$ cat config.mk
export PLATFORM = sky130hd
export DESIGN_NAME = pipe_stage_skid_reg
export DESIGN_NICKNAME = d
export VERILOG_FILES = /design/src/rtl/pipe_stage_skid_reg.sv
export SDC_FILE = /design/constraint.sdc
export NUM_CORES = 1
export LEC_CHECK = 0
export ABC_AREA = 1
export BUFFER_PORTS_ARGS = -buffer_cell sky130_fd_sc_hd__buf_4
export CORE_MARGIN = 5
export CORE_UTILIZATION = 30
export DETAILED_ROUTE_END_ITERATION = 8
export PLACE_DENSITY = 0.46
export SLEW_MARGIN = 15
export SYNTH_ARGS = -nofsm -noshare
export SYNTH_HDL_FRONTEND = slang
export SYNTH_SLANG_ARGS = --single-unit
$ cat constraint.sdc
create_clock -name clk -period 2.75 [get_ports clk]
set_input_delay 0.55 -clock clk [delete_from_list [all_inputs] [get_ports clk]]
set_output_delay 0.55 -clock clk [all_outputs]
set_load 0.02 [all_outputs]
$ cat src/rtl/pipe_stage_skid_reg.sv
// Pipeline register with a valid/ready handshake, a 2-entry skid buffer, and hold/flush bubble PC tracking.
// Optional perf counters (stall_cnt, flush_cnt) are built in when PIPE_STAGE_PERF_CNT_EN is defined.
module pipe_stage_skid_reg #(
  parameter int              DATA_W   = 128,
  parameter int              PC_W     = 32,
  parameter int              EXC_W    = 4,
  parameter logic [PC_W-1:0] RESET_PC = 32'h00003004,
  parameter logic [PC_W-1:0] EXC_PC   = 32'h00004184
) (
  input  logic              clk,
  input  logic              reset_n,
  input  logic              flush,
  input  logic              hold,
  input  logic              in_valid,
  output logic              in_ready,
  input  logic [DATA_W-1:0] in_data,
  input  logic [PC_W-1:0]   in_pc,
  input  logic              in_bd,
  input  logic [EXC_W-1:0]  in_exc,
  output logic              out_valid,
  input  logic              out_ready,
  output logic [DATA_W-1:0] out_data,
  output logic [PC_W-1:0]   out_pc,
  output logic              out_bd,
`ifdef PIPE_STAGE_PERF_CNT_EN
  output logic [EXC_W-1:0]  out_exc,
  output logic [31:0]       stall_cnt,
  output logic [31:0]       flush_cnt
`else
  output logic [EXC_W-1:0]  out_exc
`endif
);

  typedef enum logic [1:0] {EMPTY, ONE, TWO} state_t;

  state_t              state_q, state_d;
  logic [DATA_W-1:0]   main_data_q, main_data_d, skid_data_q, skid_data_d;
  logic [PC_W-1:0]     main_pc_q, main_pc_d, skid_pc_q, skid_pc_d;
  logic                main_bd_q, main_bd_d, skid_bd_q, skid_bd_d;
  logic [EXC_W-1:0]    main_exc_q, main_exc_d, skid_exc_q, skid_exc_d;
  logic [PC_W-1:0]     bubble_pc_q, bubble_pc_d;
  logic                bubble_bd_q, bubble_bd_d;
  logic                in_fire, out_fire;

  assign in_ready  = (state_q != TWO) & ~hold & ~flush;
  assign out_valid = (state_q != EMPTY);
  assign in_fire   = in_valid & in_ready;
  assign out_fire  = out_valid & out_ready;

  assign out_data = out_valid ? main_data_q : '0;
  assign out_exc  = out_valid ? main_exc_q  : '0;
  assign out_pc   = out_valid ? main_pc_q   : bubble_pc_q;
  assign out_bd   = out_valid ? main_bd_q   : bubble_bd_q;

  always_comb begin
    state_d     = state_q;
    main_data_d = main_data_q;
    main_pc_d   = main_pc_q;
    main_bd_d   = main_bd_q;
    main_exc_d  = main_exc_q;
    skid_data_d = skid_data_q;
    skid_pc_d   = skid_pc_q;
    skid_bd_d   = skid_bd_q;
    skid_exc_d  = skid_exc_q;
    bubble_pc_d = bubble_pc_q;
    bubble_bd_d = bubble_bd_q;
    if (flush) begin
      state_d     = EMPTY;
      main_data_d = '0;
      main_pc_d   = '0;
      main_bd_d   = 1'b0;
      main_exc_d  = '0;
      skid_data_d = '0;
      skid_pc_d   = '0;
      skid_bd_d   = 1'b0;
      skid_exc_d  = '0;
      bubble_pc_d = EXC_PC;
      bubble_bd_d = 1'b0;
    end else begin
      // A stalled instruction's PC/BD must survive into the bubble for EPC.
      if (hold) begin
        bubble_pc_d = in_pc;
        bubble_bd_d = in_bd;
      end
      case (state_q)
        EMPTY: begin
          if (in_fire) begin
            main_data_d = in_data;
            main_pc_d   = in_pc;
            main_bd_d   = in_bd;
            main_exc_d  = in_exc;
            state_d     = ONE;
          end
        end
        ONE: begin
          if (in_fire && out_fire) begin
            main_data_d = in_data;
            main_pc_d   = in_pc;
            main_bd_d   = in_bd;
            main_exc_d  = in_exc;
          end else if (in_fire) begin
            skid_data_d = in_data;
            skid_pc_d   = in_pc;
            skid_bd_d   = in_bd;
            skid_exc_d  = in_exc;
            state_d     = TWO;
          end else if (out_fire) begin
            state_d = EMPTY;
          end
        end
        TWO: begin
          if (out_fire) begin
            main_data_d = skid_data_q;
            main_pc_d   = skid_pc_q;
            main_bd_d   = skid_bd_q;
            main_exc_d  = skid_exc_q;
            skid_data_d = '0;
            skid_pc_d   = '0;
            skid_bd_d   = 1'b0;
            skid_exc_d  = '0;
            state_d     = ONE;
          end
        end
        default: state_d = EMPTY;
      endcase
    end
  end

  always_ff @(posedge clk) begin
    if (!reset_n) begin
      state_q     <= EMPTY;
      main_data_q <= '0;
      main_pc_q   <= '0;
      main_bd_q   <= 1'b0;
      main_exc_q  <= '0;
      skid_data_q <= '0;
      skid_pc_q   <= '0;
      skid_bd_q   <= 1'b0;
      skid_exc_q  <= '0;
      bubble_pc_q <= RESET_PC;
      bubble_bd_q <= 1'b0;
    end else begin
      state_q     <= state_d;
      main_data_q <= main_data_d;
      main_pc_q   <= main_pc_d;
      main_bd_q   <= main_bd_d;
      main_exc_q  <= main_exc_d;
      skid_data_q <= skid_data_d;
      skid_pc_q   <= skid_pc_d;
      skid_bd_q   <= skid_bd_d;
      skid_exc_q  <= skid_exc_d;
      bubble_pc_q <= bubble_pc_d;
      bubble_bd_q <= bubble_bd_d;
    end
  end

`ifdef PIPE_STAGE_PERF_CNT_EN
  logic [31:0] stall_cnt_q, stall_cnt_d, flush_cnt_q, flush_cnt_d;

  // Saturating counters; a flush on an already empty stage kills nothing and is not counted.
  always_comb begin
    stall_cnt_d = stall_cnt_q;
    flush_cnt_d = flush_cnt_q;
    if (hold && (stall_cnt_q != '1)) stall_cnt_d = stall_cnt_q + 32'd1;
    if (flush && (state_q != EMPTY) && (flush_cnt_q != '1)) flush_cnt_d = flush_cnt_q + 32'd1;
  end

  always_ff @(posedge clk) begin
    if (!reset_n) begin
      stall_cnt_q <= '0;
      flush_cnt_q <= '0;
    end else begin
      stall_cnt_q <= stall_cnt_d;
      flush_cnt_q <= flush_cnt_d;
    end
  end

  assign stall_cnt = stall_cnt_q;
  assign flush_cnt = flush_cnt_q;
`endif

endmodule
# After elaboration in Yosys (flattened, before gate mapping)
# Index checks and enable logic that the tools add are counted.
# op_classes
bitwise	7
mul	0
div	0
shifts	0
n_reduce_logical	10
muxes	40
eq_ne	9
n_addsub	0
magnitude_cmp	0
# ops
cell	count
$mux 128	6
$pmux 128 s3	1
$pmux 128 s2	1
$mux 32	6
$pmux 32 s3	1
$pmux 32 s2	1
$mux 15	2
$mux 4	6
$ne 2x2->1 const B	6
$pmux 4 s3	1
$reduce_and 4->1	3
$mux 2	5
$pmux 4 s2	1
$mux 1	6
$pmux 2 s3	1
$reduce_bool 2->1	3
$and 1x1->1	4
$ne 3x3->1 const B	1
$not 1->1	3
$pmux 1 s3	1
$reduce_bool 3->1	1
$eq 2x1->1 const B	1
$eq 2x2->1 const B	1
$logic_not 2->1	1
other kinds (3)	3
# totals
regBits	365
n_memories	0
romBits	0
latch_bits	0
in_bits	171
mem_bits_rw	0

# Depth between registers and ports, before layout
# Gate-level depths: netlist (run 1).
# depth
depth_word	7
mapped_depth	11
ltp_nobuf	8

# Least setup slack after synthesis (run 1)
# Ideal clock, no wire load.
# synth_path
path_kind	reg-to-output
startpoint	register state_q[0]
endpoint	output out_data[100]
t_required_ps	2200
t_arrival_ps	1465
slack_ps	735
path_buffers	3
stages_incl_launch_ff	6
cell_sequence	dfxtp_1 -> nor2_1 -> buf_2 -> clkbuf_1 -> clkbuf_1 -> nor2_1
# synth_via
elab_chain_cells	2
# synth_lines
element	line	rtl
from (decl)	36	state_t state_q, state_d;
from (signal assigned)	143	state_q <= state_d;
$reduce_bool 2->1	46	assign out_valid = (state_q != EMPTY);
$mux 128	50	assign out_data = out_valid ? main_data_q : '0;
to (decl)	22	output logic [DATA_W-1:0] out_data,
# Every way passes these cells.

# Final worst setup path (run 1)
# layout_path
startpoint	register state_q[0]
endpoint	output out_data[93]
# The elaborated chain is that of the path after synthesis.

==> run metrics, run 1 <==
Die Area 0.0693 mm²; main area contributors after synthesis dfxtp_1, nand2_1, inv_1; R2R Setup Slk 520 ps; Die Height 263 µm; # clock sinks 365; share of layout cells above drive strength 1 0.135; clk_lat worst skew 580 ps; # port buffers 337; Yosys warnings 0; WHS 211 ps; post-detail-place hpwl 40800 µm; Worst EP required 2200 ps; total gr overflow 0; Max Cap Violations 0; delay-heaviest family, CP buffers and inverters; nets@finish 3593; final setup vio count 0; hold path depth 3; area of the multi-input gates 0.00855 mm²; crit-path max cell delay 440 ps; Clock Tree Root clkbuf_16; Synth top area share 0.380; crit-path cells nor2_4 > buf_6 > nor2_1 > buf_4; Hold EP bubble_pc_q[2]; outcome finished clean; FMAX 376 MHz; placed cell count 4218; Leakage 11.3 nW; antenna violations before repair 4; Hold Path Class primary input to flop; reg2reg start state_q[1]; placed instance area 0.0225 mm²; setup bufs post-CTS 0; Starting Density 0.304; sequential-to-total area share from yosys stat 0.380; gpl congestion 0.775; Post-Syn Area 0.0192 mm²; Avg WL per Cell 14.9 µm; worst-margin pin slew 817 ps; core area 0.0633 mm²; via count 19500; reg2reg path depth 8; Yosys top cell by area dfxtp_1; clock buffer count from CTS 47; FF+latch area 0.00731 mm²; Arrival @ worst endpoint 2110 ps; Setup CP Type flop to primary output; largest net degree at the start of global routing 131; Total GRT Usage 0.176; Buf/Inv on CP 2; vias in the first global route 18700; critical path's slowest cell buf_6; CTS H-tree lvls 2; non-filler cells, final 4302; RSZ-0062 raised after global routing true; Mapped Cells 3227; CTS clk-pin slew, worst paths 60 ps; Final Hold Vio Count 0; Tot Pwr 12.6 mW; Via density 4.54; Setup crit end kind primary output; clk buf depth 3; Hold Startpoint in_pc[2]; critical path fanouts, max 58; Final Skew 24.9 ps; Routed Antenna Nets 0; CTS tree yes; first-pass GRT wire length 102000 µm; syn avg cell area 5.96 µm²; num rows 92; Design Area, Final 0.0240 mm²; share of the core filled with cells 0.379; Filler cells 6937; Final Cycle Share 0.968; Seq cells post-synth 365; startpoint types flop; number of library cell types mapped by synthesis 24; crit path time final 2660 ps; Peak VDD IR 0.500 mV; Post-Syn Nets 3398; Remaining DRCs 0; final WL 64200 µm; Max-slew headroom 0.455; Initial DRC Count 1084; DIE WIDTH 263 µm; Pwr Density 526 mW/mm²; synthesis-to-layout area growth 24.6%; I/O Pins 338; first-pass detailed-route iteration total 5; Slew Limit Fails 0; worst r2r dst main_data_q[72]
-- metal layers --
layer / GRT usage / part of all wire
met1: 0.231 / 0.45
met2: 0.300 / 0.48
met4: 0.0517 / 0.025
met3: 0.0292 / 0.044
met5: 0 / 0.00072
-- stage by stage --
stage	setup slack, ps	TNS, ps
2_1_floorplan	735	0
6_report	89.3	0
5_1_grt	-45.7	-164
3_3_place_gp	468	0
4_1_cts	17.5	0
3_5_place_dp	413	0
-- cell type report --
| type | instances | share of cell area |
|---|---|---|
| antenna | 1 | 0.000104 |
| clock buffer | 72 | 0.0580 |
| clock inverter | 10 | 0.00303 |
| inverter | 640 | 0.100 |
| multi-input combinational | 1988 | 0.357 |
| sequential | 365 | 0.305 |
| tap | 846 | 0.0442 |
| timing repair buffer | 380 | 0.133 |
-- tightest hold or removal path: cells and delay by family --
kind / cells / cell delay (ps)
buf+inv: 1 / 90
simple gates: 2 / 120
-- repair_timing --
item                                    4_1_cts  5_1_grt
gates cloned                                  0        1
endpoints found under the setup margin       27        9
pin swaps                                     0        1
hold buffers                                  0        0
gates resized for setup                       5        4
-- cells in the final DEF (no fill, tap or decap), types with 24 or more instances in the layout --
cell type,n
clkbuf_16,49
dfxtp_1,364
nand4_1,109
inv_1,635
o21ai_0,168
a21oi_1,192
buf_4,352
nor2_1,520
nand2_1,808
buf_12,24
nand3_1,169
-- how the worst max path moves through the flow --
stage,start,endpoint,slack (ps),depth (start not counted)
2_1_floorplan,state_q[0],out_data[100],730,5
3_3_place_gp,flush,main_data_q[50],470,10
3_5_place_dp,state_q[0],main_data_q[72],410,10
4_1_cts,state_q[1],out_data[63],20,4
5_1_grt,state_q[0],out_pc[13],-50,5
6_report,state_q[0],out_data[93],90,4
-- synthesized netlist by cell type (all sizes together) --
master and instances:
clkinv 2, nand3 171, buf 143, nand2 814, dfxtp 365, a221o 2, a211oi 3, clkbuf 91
inv 638, nor2 523, nor3 4, a21oi 192, nand4 109, o21ai 168, and3 1, a21boi 1
-- state kept, by name, summed over array words and instances, names as in the netlist --
signal	flops
bubble_bd_q	1
main_data_q	128
state_q	2
skid_pc_q	32
skid_exc_q	4
main_exc_q	4
bubble_pc_q	32
main_bd_q	1
skid_data_q	128
main_pc_q	32
skid_bd_q	1
-- power by group --
part | switching, mW | internal (mW)
registers | 0.0506 | 5.39
logic | 0.752 | 0.516
clock network | 2.42 | 3.47
total | 3.23 | 9.38
-- cells by family (layout without fill, tap and decap cells) --
family | Yosys count | after routing | share of synthesized area
simple gates | 1622 | 1622 | 0.343
buf+inv | 874 | 1102 | 0.180
compound gates | 366 | 366 | 0.0968
flops | 365 | 365 | 0.380
other cells | 0 | 1 | 0
Note: power is estimated with default switching activity, not from simulation.
==> inputs of run 2 (changes only) <==
==> constraint.sdc (replaced) <==
create_clock -name clk -period 3.2 [get_ports clk]
set_input_delay 0.48 -clock clk [delete_from_list [all_inputs] [get_ports clk]]
set_output_delay 0.48 -clock clk [all_outputs]
set_load 0.02 [all_outputs]
==> run 2 against run 1 <==
Clock power shrank 13%; non-clock buffer count shrank 14; sequential cell count is the same; largest cell class unchanged; largest power group unchanged; highest routed layer unchanged.
==> run metrics, run 2 (synthesized netlist as in run 1, its figures left out) <==
Sequential Power Share 0.431 (was 0.432); Final Skew 30.0 ps (was 24.9 ps); Worst EP required 2720 ps (was 2200 ps); Max-slew headroom 0.303 (was 0.455); Tot Pwr 10.9 mW (was 12.6 mW); CTS clk-pin slew, worst paths 60 ps (about the same); Avg WL per Cell 14.5 µm (was 14.9 µm); vias in the first global route 18900 (was 18700); num rows 92 (unchanged); first-pass detailed-route iteration total 5 (unchanged); Slew Limit Fails 0 (unchanged); Comb pwr share 0.097 (was 0.101); CTS tree yes (unchanged); Setup CP Type flop to primary output (unchanged); non-filler cells, final 4288 (was 4302); gpl congestion 0.773 (was 0.775); Max Cap Violations 0 (unchanged); FMAX 337 MHz; via count 19500 (about the same); DIE WIDTH 263 µm (unchanged); Leakage 11.2 nW (was 11.3 nW); post-detail-place hpwl 38800 µm (was 40800 µm); Via density 4.54 (about the same); critical path fanouts, max 86 (was 58); commonest non-fill, non-tap cell in the layout nand2_1 (unchanged); setup bufs post-CTS 0 (unchanged); antenna violations before repair 4 (unchanged); Final Cycle Share 0.927; nets@finish 3578 (was 3593); core area 0.0633 mm² (unchanged); Die Area 0.0693 mm² (unchanged); clk buf depth 3 (unchanged); Final Hold Vio Count 0 (unchanged); Setup crit end kind primary output (unchanged); clock buffer count from CTS 46 (was 47); setup ws final 232 ps (was 89.3 ps); clock share of power 0.472 (was 0.468); final setup vio count 0 (unchanged); share of layout cells above drive strength 1 0.132 (was 0.135); worst-margin pin slew 1050 ps (was 817 ps); sw frac 0.254 (was 0.256); total gr overflow 0 (unchanged); Net Sw Power 2.76 mW (was 3.23 mW); internal power 8.09 mW (was 9.38 mW); I/O Pins 338 (unchanged); Peak VDD IR 0.333 mV (was 0.500 mV); # port buffers 337 (unchanged); crit path time final 2970 ps; largest net degree at the start of global routing 180 (was 131); first-pass GRT wire length 100000 µm (was 102000 µm); CTS H-tree lvls 2 (unchanged); Pwr Density 457 mW/mm² (was 526 mW/mm²); synthesis-to-layout area growth 23.4% (was 24.6%); # clock sinks 365 (unchanged); R2R Setup Slk 510 ps (was 520 ps); outcome finished clean (unchanged); Clock Tree Root clkbuf_16 (unchanged); Arrival @ worst endpoint 2490 ps (was 2110 ps); Total GRT Usage 0.171 (was 0.176); Die Height 263 µm (unchanged); Remaining DRCs 0 (unchanged); Initial DRC Count 1178 (was 1084); startpoint types flop (unchanged); clk_lat worst skew 590 ps (was 580 ps); placed cell count 4205 (was 4218); RSZ-0062 raised after global routing false (was true); dpl ws 477 ps (was 413 ps); Routed Antenna Nets 0 (unchanged); most frequent cells in the layout nand2_1, inv_1, nor2_1 (unchanged); final WL 62400 µm (was 64200 µm); top flop regs main_data_q: 128 flops, skid_data_q: 128 flops (unchanged); Starting Density 0.304 (unchanged); setup TNS 0 ps (unchanged); Hold Path Class primary input to flop (unchanged)
run 2: cell count changes in the layout (fill, tap and decap cells not counted), moves of 2 or more:
| cell | delta |
|---|---|
| clkbuf_8 | +3 |
| clkinv_2 | +3 |
| clkbuf_1 | -6 |
| buf_4 | -2 |
| clkinv_4 | -2 |
| buf_12 | -9 |
| clkbuf_16 | -3 |
run 2: critical path: stages (launching register included):
cell     delay, ps
dfxtp_1        420
nor2_4         150
buf_4          750
nor2_1         250
buf_4          240
run 2: layout make-up:
type,count,area (µm²)
antenna,2,5.00
inverter,640,2400
tap,846,1060
clock buffer,68,1370
multi-input combinational,1988,8540
sequential,365,7310
clock inverter,13,109
fill,6965,39600
timing repair buffer,366,2940
run 2: power groups by stage:
stage | clock network (mW) | logic [mW] | registers (mW)
CTS | 5.32 | 1.07 | 4.67
detailed placement | 0 | 1.06 | 4.77
finish | 5.12 | 1.05 | 4.68
global route | 5.49 | 1.20 | 4.68
floorplan | 0 | 0.669 | 4.76
global placement | 0 | 1.06 | 4.77
run 2: timing repair:
| action | 4_1_cts | 5_1_grt |
|---|---|---|
| endpoints found under the setup margin | 0 | 2 |
| resized for setup | 0 | 1 |
| hold endpoints to repair | 0 | 0 |
| hold buffers | 0 | 0 |
run 2: final timing paths:
check	start	endpoint	cells after the start
setup / recovery	state_q[0]	out_data[13]	4
hold / removal	in_pc[2]	bubble_pc_q[2]	3
setup reg to reg	state_q[0]	skid_data_q[20]	10
hold reg to reg	bubble_pc_q[7]	bubble_pc_q[7]	2
run 2: metrics by stage:
step	hold WS, ps	util	area, µm²
global route	88.7	0.375	23700
finish	124	0.375	23700
floorplan	434	-	19200
global placement	447	0.351	22200
CTS	78.9	0.375	23700
detailed placement	452	0.351	22200
run 2: routing by layer:
layer	vias to the layer above	global-route usage	part of all wire	wire (µm)
li1	10000	-	-	-
met1	8944	0.220	0.46	28400
met2	407	0.292	0.47	29100
met3	89	0.0324	0.051	3160
met4	4	0.0536	0.028	1720
met5	-	0	0.00064	40
